[src/rtl/moore_seq_det_param.sv]
// moore_seq_det_param: run-time configurable Moore serial pattern detector.
// cs counts how many pattern prefix bits are currently matched; out is high in S(len).
// Optional match counter is built only when SEQ_DET_CNT_EN is defined; otherwise
// match_cnt is tied to zero and cnt_clr is ignored.
module moore_seq_det_param #(
    parameter int unsigned       PAT_W       = 8,
    parameter logic [PAT_W-1:0]  PAT_DEFAULT = PAT_W'(8'hD5),
    parameter int unsigned       CNT_W       = 8,
    localparam int unsigned      LEN_W       = $clog2(PAT_W + 1)
) (
    input  logic             clk,
    input  logic             rstn,
    input  logic             in,
    input  logic             in_valid,
    input  logic             cfg_load,
    input  logic [PAT_W-1:0] cfg_pat,
    input  logic [LEN_W-1:0] cfg_len,
    input  logic             cfg_overlap,
    input  logic             cnt_clr,
    output logic             out,
    output logic [LEN_W-1:0] cs,
    output logic [CNT_W-1:0] match_cnt
);

    logic [LEN_W-1:0] cs_q, cs_d;
    logic             out_q, out_d;
    logic [PAT_W-1:0] hist_q, hist_d;
    logic [PAT_W-1:0] pat_q, pat_d;
    logic [LEN_W-1:0] len_q, len_d;
    logic             ovl_q, ovl_d;
    logic             hit;

    // History including the bit on the input; bit[m] was received m bits ago.
    logic [PAT_W-1:0] hist_new;
    assign hist_new = {hist_q[PAT_W-2:0], in};

    logic unused_hist_msb;
    assign unused_hist_msb = hist_q[PAT_W-1];

    // Longest prefix length the next state may reach from the current state.
    logic             at_match;
    logic [LEN_W-1:0] limit;
    assign at_match = (cs_q == len_q);
    assign limit    = at_match ? (ovl_q ? len_q : LEN_W'(1)) : (cs_q + LEN_W'(1));

    // km[k-1]: the newest k bits equal pat[0..k-1]; evaluated for all k in parallel.
    logic [PAT_W-1:0] km;
    logic [PAT_W-1:0] km_ok;
    logic [LEN_W-1:0] best [PAT_W+1];
    assign best[0] = '0;

    for (genvar k = 1; k <= PAT_W; k++) begin : g_pre
        logic [k-1:0] bit_ok;
        for (genvar j = 0; j < k; j++) begin : g_bit
            assign bit_ok[j] = (pat_q[j] == hist_new[k-1-j]);
        end
        assign km[k-1]    = &bit_ok;
        assign km_ok[k-1] = km[k-1] && (LEN_W'(k) <= limit);
        // Priority chain: a longer matching prefix overrides a shorter one.
        assign best[k]    = km_ok[k-1] ? LEN_W'(k) : best[k-1];
    end

    // Next-state and configuration update; cfg_load takes priority over data.
    always_comb begin
        cs_d   = cs_q;
        out_d  = out_q;
        hist_d = hist_q;
        pat_d  = pat_q;
        len_d  = len_q;
        ovl_d  = ovl_q;
        hit    = 1'b0;
        if (cfg_load) begin
            cs_d   = '0;
            out_d  = 1'b0;
            hist_d = '0;
            pat_d  = cfg_pat;
            len_d  = ((cfg_len == '0) || (cfg_len > LEN_W'(PAT_W))) ? LEN_W'(PAT_W) : cfg_len;
            ovl_d  = cfg_overlap;
        end else if (in_valid) begin
            cs_d   = best[PAT_W];
            hist_d = hist_new;
            hit    = (best[PAT_W] == len_q);
            out_d  = hit;
        end
    end

    // State and configuration registers.
    always_ff @(posedge clk or negedge rstn) begin
        if (!rstn) begin
            cs_q   <= '0;
            out_q  <= 1'b0;
            hist_q <= '0;
            pat_q  <= PAT_DEFAULT;
            len_q  <= LEN_W'(PAT_W);
            ovl_q  <= 1'b1;
        end else begin
            cs_q   <= cs_d;
            out_q  <= out_d;
            hist_q <= hist_d;
            pat_q  <= pat_d;
            len_q  <= len_d;
            ovl_q  <= ovl_d;
        end
    end

    assign out = out_q;
    assign cs  = cs_q;

`ifdef SEQ_DET_CNT_EN
    logic [CNT_W-1:0] cnt_q, cnt_d;

    // Saturating match counter; clear wins over a simultaneous match.
    always_comb begin
        cnt_d = cnt_q;
        if (cnt_clr) begin
            cnt_d = '0;
        end else if (hit && (cnt_q != {CNT_W{1'b1}})) begin
            cnt_d = cnt_q + CNT_W'(1);
        end
    end

    // Counter register.
    always_ff @(posedge clk or negedge rstn) begin
        if (!rstn) begin
            cnt_q <= '0;
        end else begin
            cnt_q <= cnt_d;
        end
    end

    assign match_cnt = cnt_q;
`else
    logic unused_cnt_clr;
    assign unused_cnt_clr = cnt_clr;
    assign match_cnt      = '0;
`endif

endmodule

[config.mk]
export PLATFORM = sky130hd
export DESIGN_NAME = moore_seq_det_param
export DESIGN_NICKNAME = d
export VERILOG_FILES = /design/src/rtl/moore_seq_det_param.sv
export SDC_FILE = /design/constraint.sdc
export NUM_CORES = 1
export LEC_CHECK = 0
export ABC_AREA = 1
export ABC_CLOCK_PERIOD_IN_PS = 2100
export CORE_MARGIN = 4
export CORE_UTILIZATION = 54
export DETAILED_ROUTE_END_ITERATION = 8
export PLACE_DENSITY_LB_ADDON = 0.25
export SYNTH_ARGS = -nofsm -noshare
export SYNTH_HDL_FRONTEND = slang
export SYNTH_SLANG_ARGS = --single-unit
[constraint.sdc]
create_clock -name clk -period 2.1 [get_ports clk]
set_input_delay 0.525 -clock clk [delete_from_list [all_inputs] [get_ports clk]]
set_output_delay 0.525 -clock clk [all_outputs]
set_load 0.02 [all_outputs]
; Yosys cells after proc, flatten, opt, wreduce, memory -nomap -nowiden
; Cells that the tools add are included.
[word_totals]
ff_bits = 25
out_inout_bits = 13
input_bits = 19
elab_cells = 89
[op_classes]
eq_ne = 38
n_reduce_logical = 18
addsub = 1
muxes = 17
n_lt_le_gt_ge = 9
[ops]
columns = op, count
row1 = $eq 1x1->1, 36
row2 = $mux 4, 6
row3 = $le 3x4->1 const A, 4
row4 = $mux 7, 2
row5 = $mux 3, 4
row6 = $eq 4x4->1, 2
row7 = $le 2x4->1 const A, 2
row8 = $logic_and 1x1->1, 8
row9 = $reduce_and 8->1, 1
row10 = $reduce_and 7->1, 1
row11 = $reduce_and 6->1, 1
row12 = $reduce_and 5->1, 1
row13 = $add 4x1->4 const B, 1
row14 = $gt 4x4->1 const B, 1
row15 = $le 1x4->1 const A, 1
row16 = $le 4x4->1 const A, 1
row17 = $logic_not 4->1, 1
row18 = $mux 2, 2
row19 = $reduce_and 4->1, 1
row20 = $mux 1, 3
row21 = $reduce_and 3->1, 1
row22 = $reduce_and 2->1, 1
row23 = $reduce_bool 2->1, 1
row24 = $logic_or 1x1->1, 1

; Depth between registers and ports, before layout
[depth]
word_depth = 15
mapped_depth = 20
mapped_depth_nobuf = 20

; Worst setup path before layout
; Ideal clock, no wire load.
[synth_path]
path_type = reg-to-reg
startpoint = register cs_q[1], in the netlist cs[1]
endpoint = register out_q, in the netlist out
stages_incl_launch_ff = 18
n_path_buf = 0
required_time_ns = 1.983
setup_time_ns = 0.117
setup_slack_ns = 0.165
t_arrival_ns = 1.818
cell_sequence = dfrtp_1 inv_1 nand2_1 nand2_2 nor2_8 nand3_2 nand2_4 nand2_2 o21ai_0 nand2_1 nand2_1 nand2_1 nand2_1 nand2_1 nand2_1 nor2_1 nand3_1 nand2_1
[synth_between]
elab_chain_len = 15
elab_cells_between_ends = 30
classes_between = add/sub (1) / order compare (8) / eq/ne (2) / mux (11) / reduce/logical (8)
[synth_lines]
columns = item, line
row1 = "start, declared", 25  ; logic [LEN_W-1:0] cs_q, cs_d;
row2 = "start signal, assigned", 97  ; cs_q <= cs_d;
row3 = $add 4x1->4 / $eq 4x4->1 (equally long branches), "44, 43"
row4 = $mux 4 (*), 44  ; assign limit = at_match ? (ovl_q ? len_q : LEN_W'(1)) : (cs_q + LEN_W'(1));
row5 = $le 1x4->1, 58  ; assign km_ok[k-1] = km[k-1] && (LEN_W'(k) <= limit);
row6 = $logic_and 1x1->1, 58
row7 = $mux 1, 60  ; assign best[k] = km_ok[k-1] ? LEN_W'(k) : best[k-1];
row8 = $mux 2 (2 in a row), 60
row9 = $mux 3 (4 in a row), 60
row10 = $mux 4 (*), 60
row11 = $eq 4x4->1 (*), 82  ; hit = (best[PAT_W] == len_q);
row12 = $mux 1 (*), 79  ; end else if (in_valid) begin
row13 = $mux 1 (*), 72  ; if (cfg_load) begin
row14 = "end signal, assigned", 98  ; out_q <= out_d;
row15 = "end, declared", 26  ; logic out_q, out_d;
; Every way passes the cells marked *; elsewhere a longest branch is shown, timed or not. The select of a mux whose other input is x is not followed.
; A chain may end at the register's enable or synchronous reset.

; Worst setup path in the final report
[layout_path]
startpoint = register len_q[3]
endpoint = register out_q, in the netlist out
[layout_between]
elab_chain_len = 15
elab_cells_between_ends = 30
classes_between = order compare (8) / eq/ne (2) / mux (12) / reduce/logical (8)
[layout_lines]
columns = item, line
row1 = "start, declared", 29  ; logic [LEN_W-1:0] len_q, len_d;
row2 = "start signal, assigned", 94  ; len_q <= LEN_W'(PAT_W);
row3 = "start signal, assigned", 101  ; len_q <= len_d;
row4 = $eq 4x4->1 / $mux 4 (equally long branches), "43, 44"
row5 = $mux 4, 44
row6 = $le 1x4->1, 58
row7 = $logic_and 1x1->1, 58
row8 = $mux 1, 60
row9 = $mux 2 (2 in a row), 60
row10 = $mux 3 (4 in a row), 60
row11 = $mux 4, 60
row12 = $eq 4x4->1 (*), 82
row13 = $mux 1 (*), 79
row14 = $mux 1 (*), 72
; Marked as above.

==> reports/metrics.yaml <==
run_status:
  status: "finished with violations"
  violations: "negative setup slack"
setup_path:
  arrival_ps: 2460
  critPathKind: "flip-flop to flip-flop"
  crit_chain: "inv_2 -> nand2_2 -> nand2_4 -> nor2_8 -> nand2_4 -> nand2_1 -> nand2_2 -> a21oi_2 -> nor2_2 -> nor2_2 -> nand2_2 -> nand3_1 -> nand2_1 -> nor2_2 -> nand3_2 -> nand2_1"
  max_stage_delay_ps: 600
  crit_buf_inv: 1
  critPathTopFamily: "simple AND/OR/NAND/NOR gates"
  cp_max_fo: 8
  crit_slowest_cell: "dfstp_2"
  startpoint_type: "flip-flop"
  cp-end-kind: "flip-flop"
  crit_required_ps: 2370
finish:
  fin_cells: 351
  layout_common_cells: "nand2_1 (70), inv_1 (24), clkdlybuf4s50_1 (22), xnor2_1 (20), buf_4 (19)"
  layout.nets: 326
  nFillCells: 279
  drive_gt1_frac: 0.243
  diodes: 0
  regArea_um2: 634
  area_delta_synth_final_pct: 23.6
  final_common_cell: "nand2_1"
  multiInputGateArea_um2: 1190
timing:
  min_period_ps: 2180
  setup_violations: 2
  fin_crit_sh: 1.04
  hold_violations: 0
  drv_slew: 0
  setup_ws_ps: -82.0
  fmax_ghz: 0.458
  rsz0062_at_grt: "yes"
  finalSetupTns_ps: -138
  fin_skew_ps: 4.55
global_routing:
  grt_pass1_vias: 1646
  grt_pass1_wl_um: 7260
  overflow: 0
  grt_max_degree: 26
  grt_antenna_before_repair: 0
  grt.total_usage: 0.205
clock_network:
  cts_tree: "done"
  cts_sinks: 25
  cts_made_buffers: 3
  insertion_delay_ps: 330
  clk_pin_slew_ps: 130
  cts_root_buf: "clkbuf_4"
  cts-htree-levels: 1
  ctsHoldBuffers: 0
  cts_buffer_depth: 2
route:
  drc: 0
  dr.pass1.iters: 4
  routed_wl_um: 4390
  ant_nets: 0
  dr_total_vias: 1804
  drt_iter0_drc: 93
  wl_per_cell_um: 12.5
  vias_per_cell: 5.14
power_and_ir_drop:
  p_comb_frac: 0.446
  p_int_mw: 0.870
  p_per_area_nw_per_um2: 595
  vdd_ir_drop_max_mv: 0.349
  pwr-share-seq: 0.401
  switching_share: 0.394
  leakagePower_nw: 1.11
  netSwitchingPower_mw: 0.565
  clkPwrFrac: 0.153
  total_power_mw: 1.44
synth:
  synthCells: 273
  synth_area_per_cell_um2: 7.15
  ys_seq_area_frac: 0.325
  ys_warn_count: 0
  yosysUniqueCellTypes: 27
  syn_area_um2: 1950
  synth-seq-cells: 25
placement:
  gp_congestion: 0.888
  placed_cells: 344
  io_buffers: 22
  hpwl_um: 3330
flow_run:
  drv_cap: 0
floorplanning:
  row_count: 21
  fp.dieW_um: 68.1
  pin_count: 32
  initial_core_util: 0.571
  dieArea_um2: 4640
  core_area_um2: 3420
  die_h_um: 68.1
worst_hold_path:
  hold_class: "flip-flop to flip-flop"
-- synth_stat cells --
| library cell | count | area share |
|---|---|---|
| dfstp_2 | 7 | 0.094 |
| xor2_1 | 11 | 0.049 |
| inv_1 | 25 | 0.048 |
| inv_2 | 4 | 0.0077 |
| nand4_1 | 6 | 0.019 |
| nor2_2 | 6 | 0.019 |
| clkinv_1 | 1 | 0.0019 |
| nor3_1 | 3 | 0.0077 |
| nand2_4 | 2 | 0.012 |
| nand2_1 | 82 | 0.16 |
| o2111a_1 | 1 | 0.0058 |
| o21ai_0 | 11 | 0.028 |
| nand2_2 | 8 | 0.026 |
| a21oi_1 | 5 | 0.013 |
| conb_1 | 1 | 0.0019 |
| nand3b_1 | 2 | 0.0077 |
| xnor2_1 | 20 | 0.090 |
| nor2_8 | 2 | 0.021 |
| buf_4 | 8 | 0.031 |
| ha_1 | 1 | 0.0064 |
| dfrtp_1 | 18 | 0.23 |
| nor2_1 | 11 | 0.021 |
| clkbuf_1 | 7 | 0.013 |
| o22ai_1 | 9 | 0.029 |
| nand3_2 | 1 | 0.0051 |
| buf_2 | 6 | 0.015 |
| nand3_1 | 15 | 0.038 |
-- cell type report --
class,instances,share of cell area
clock buffer,4,0.0109
sequential,25,0.263
timing repair buffer,42,0.159
tap,46,0.0239
inverter,30,0.0477
multi-input combinational,204,0.496
-- sequential cells by signal, indices dropped and copies added (netlist names) --
register and cells:
cs 4, hist_q 7, len_q 4, out 1, ovl_q 1, pat_q 8
-- power groups by stage --
stage | logic (mW) | registers, mW | clock network, mW
after floorplan | 0.412 | 0.566 | 0
after global placement | 0.547 | 0.582 | 0
after detailed placement | 0.559 | 0.583 | 0
after CTS | 0.566 | 0.575 | 0.225
after global routing | 0.703 | 0.582 | 0.236
final | 0.640 | 0.575 | 0.220
-- worst min-delay path, cell delays in order, from the launching register on --
cell	delay, ps
dfstp_2	400
nand2_1	60
nand2_1	40
-- final timing paths --
path / start / end / slack [ps] / cells after the start
max in group asynchronous: rstn / len_q[3]$_DFFE_PN1P_ / 1280 / 2
worst min-delay path: pat_q[7]$_DFFE_PN1P_ / pat_q[7]$_DFFE_PN1P_ / 490 / 2
worst min register to register: pat_q[7]$_DFFE_PN1P_ / pat_q[7]$_DFFE_PN1P_ / 490 / 2
worst max register to register: len_q[3]$_DFFE_PN1P_ / out$_DFFE_PN0P_ / -80 / 16
min in group asynchronous: rstn / hist_q[2]$_DFFE_PN0P_ / 530 / 2
worst max-delay path: len_q[3]$_DFFE_PN1P_ / out$_DFFE_PN0P_ / -80 / 16
-- routing by layer --
layer  up-vias  part of all wire  routed length [um]  track usage
met1       838              0.47                2050        0.289
met4         0             0.027                 119       0.0918
li1        903                 -                   -            -
met2        50              0.46                2010        0.314
met3        13             0.049                 217       0.0246
met5         -                 0                   0            0
-- metrics by stage --
step	instance area (um^2)	utilization	hold slack, ps	worst slack [ps]
4_1_cts	2310	0.677	487	-68.8
6_report	2410	0.706	486	-82.0
3_5_place_dp	2280	0.667	468	-302
2_1_floorplan	1980	-	229	165
5_1_grt	2410	0.706	517	-251
3_3_place_gp	2280	0.667	463	-244
-- kinds of logic (layout without fill, tap and decap cells) --
| family | count (synthesis) | in the layout | synth area share |
|---|---|---|---|
| fa+ha+maj | 1 | 1 | 0.00641 |
| flops | 25 | 25 | 0.325 |
| xor+xnor | 31 | 31 | 0.139 |
| simple gates | 138 | 138 | 0.334 |
| buf+inv | 51 | 76 | 0.117 |
| other cells | 1 | 8 | 0.00192 |
| compound gates | 26 | 26 | 0.0757 |
-- what timing repair did --
action / CTS / global route
buffers inserted: 0 / 3
pin swaps: 2 / 19
endpoints found under the setup margin: 1 / 4
gates resized for setup: 3 / 23
Power figures use the tool's default switching activity.
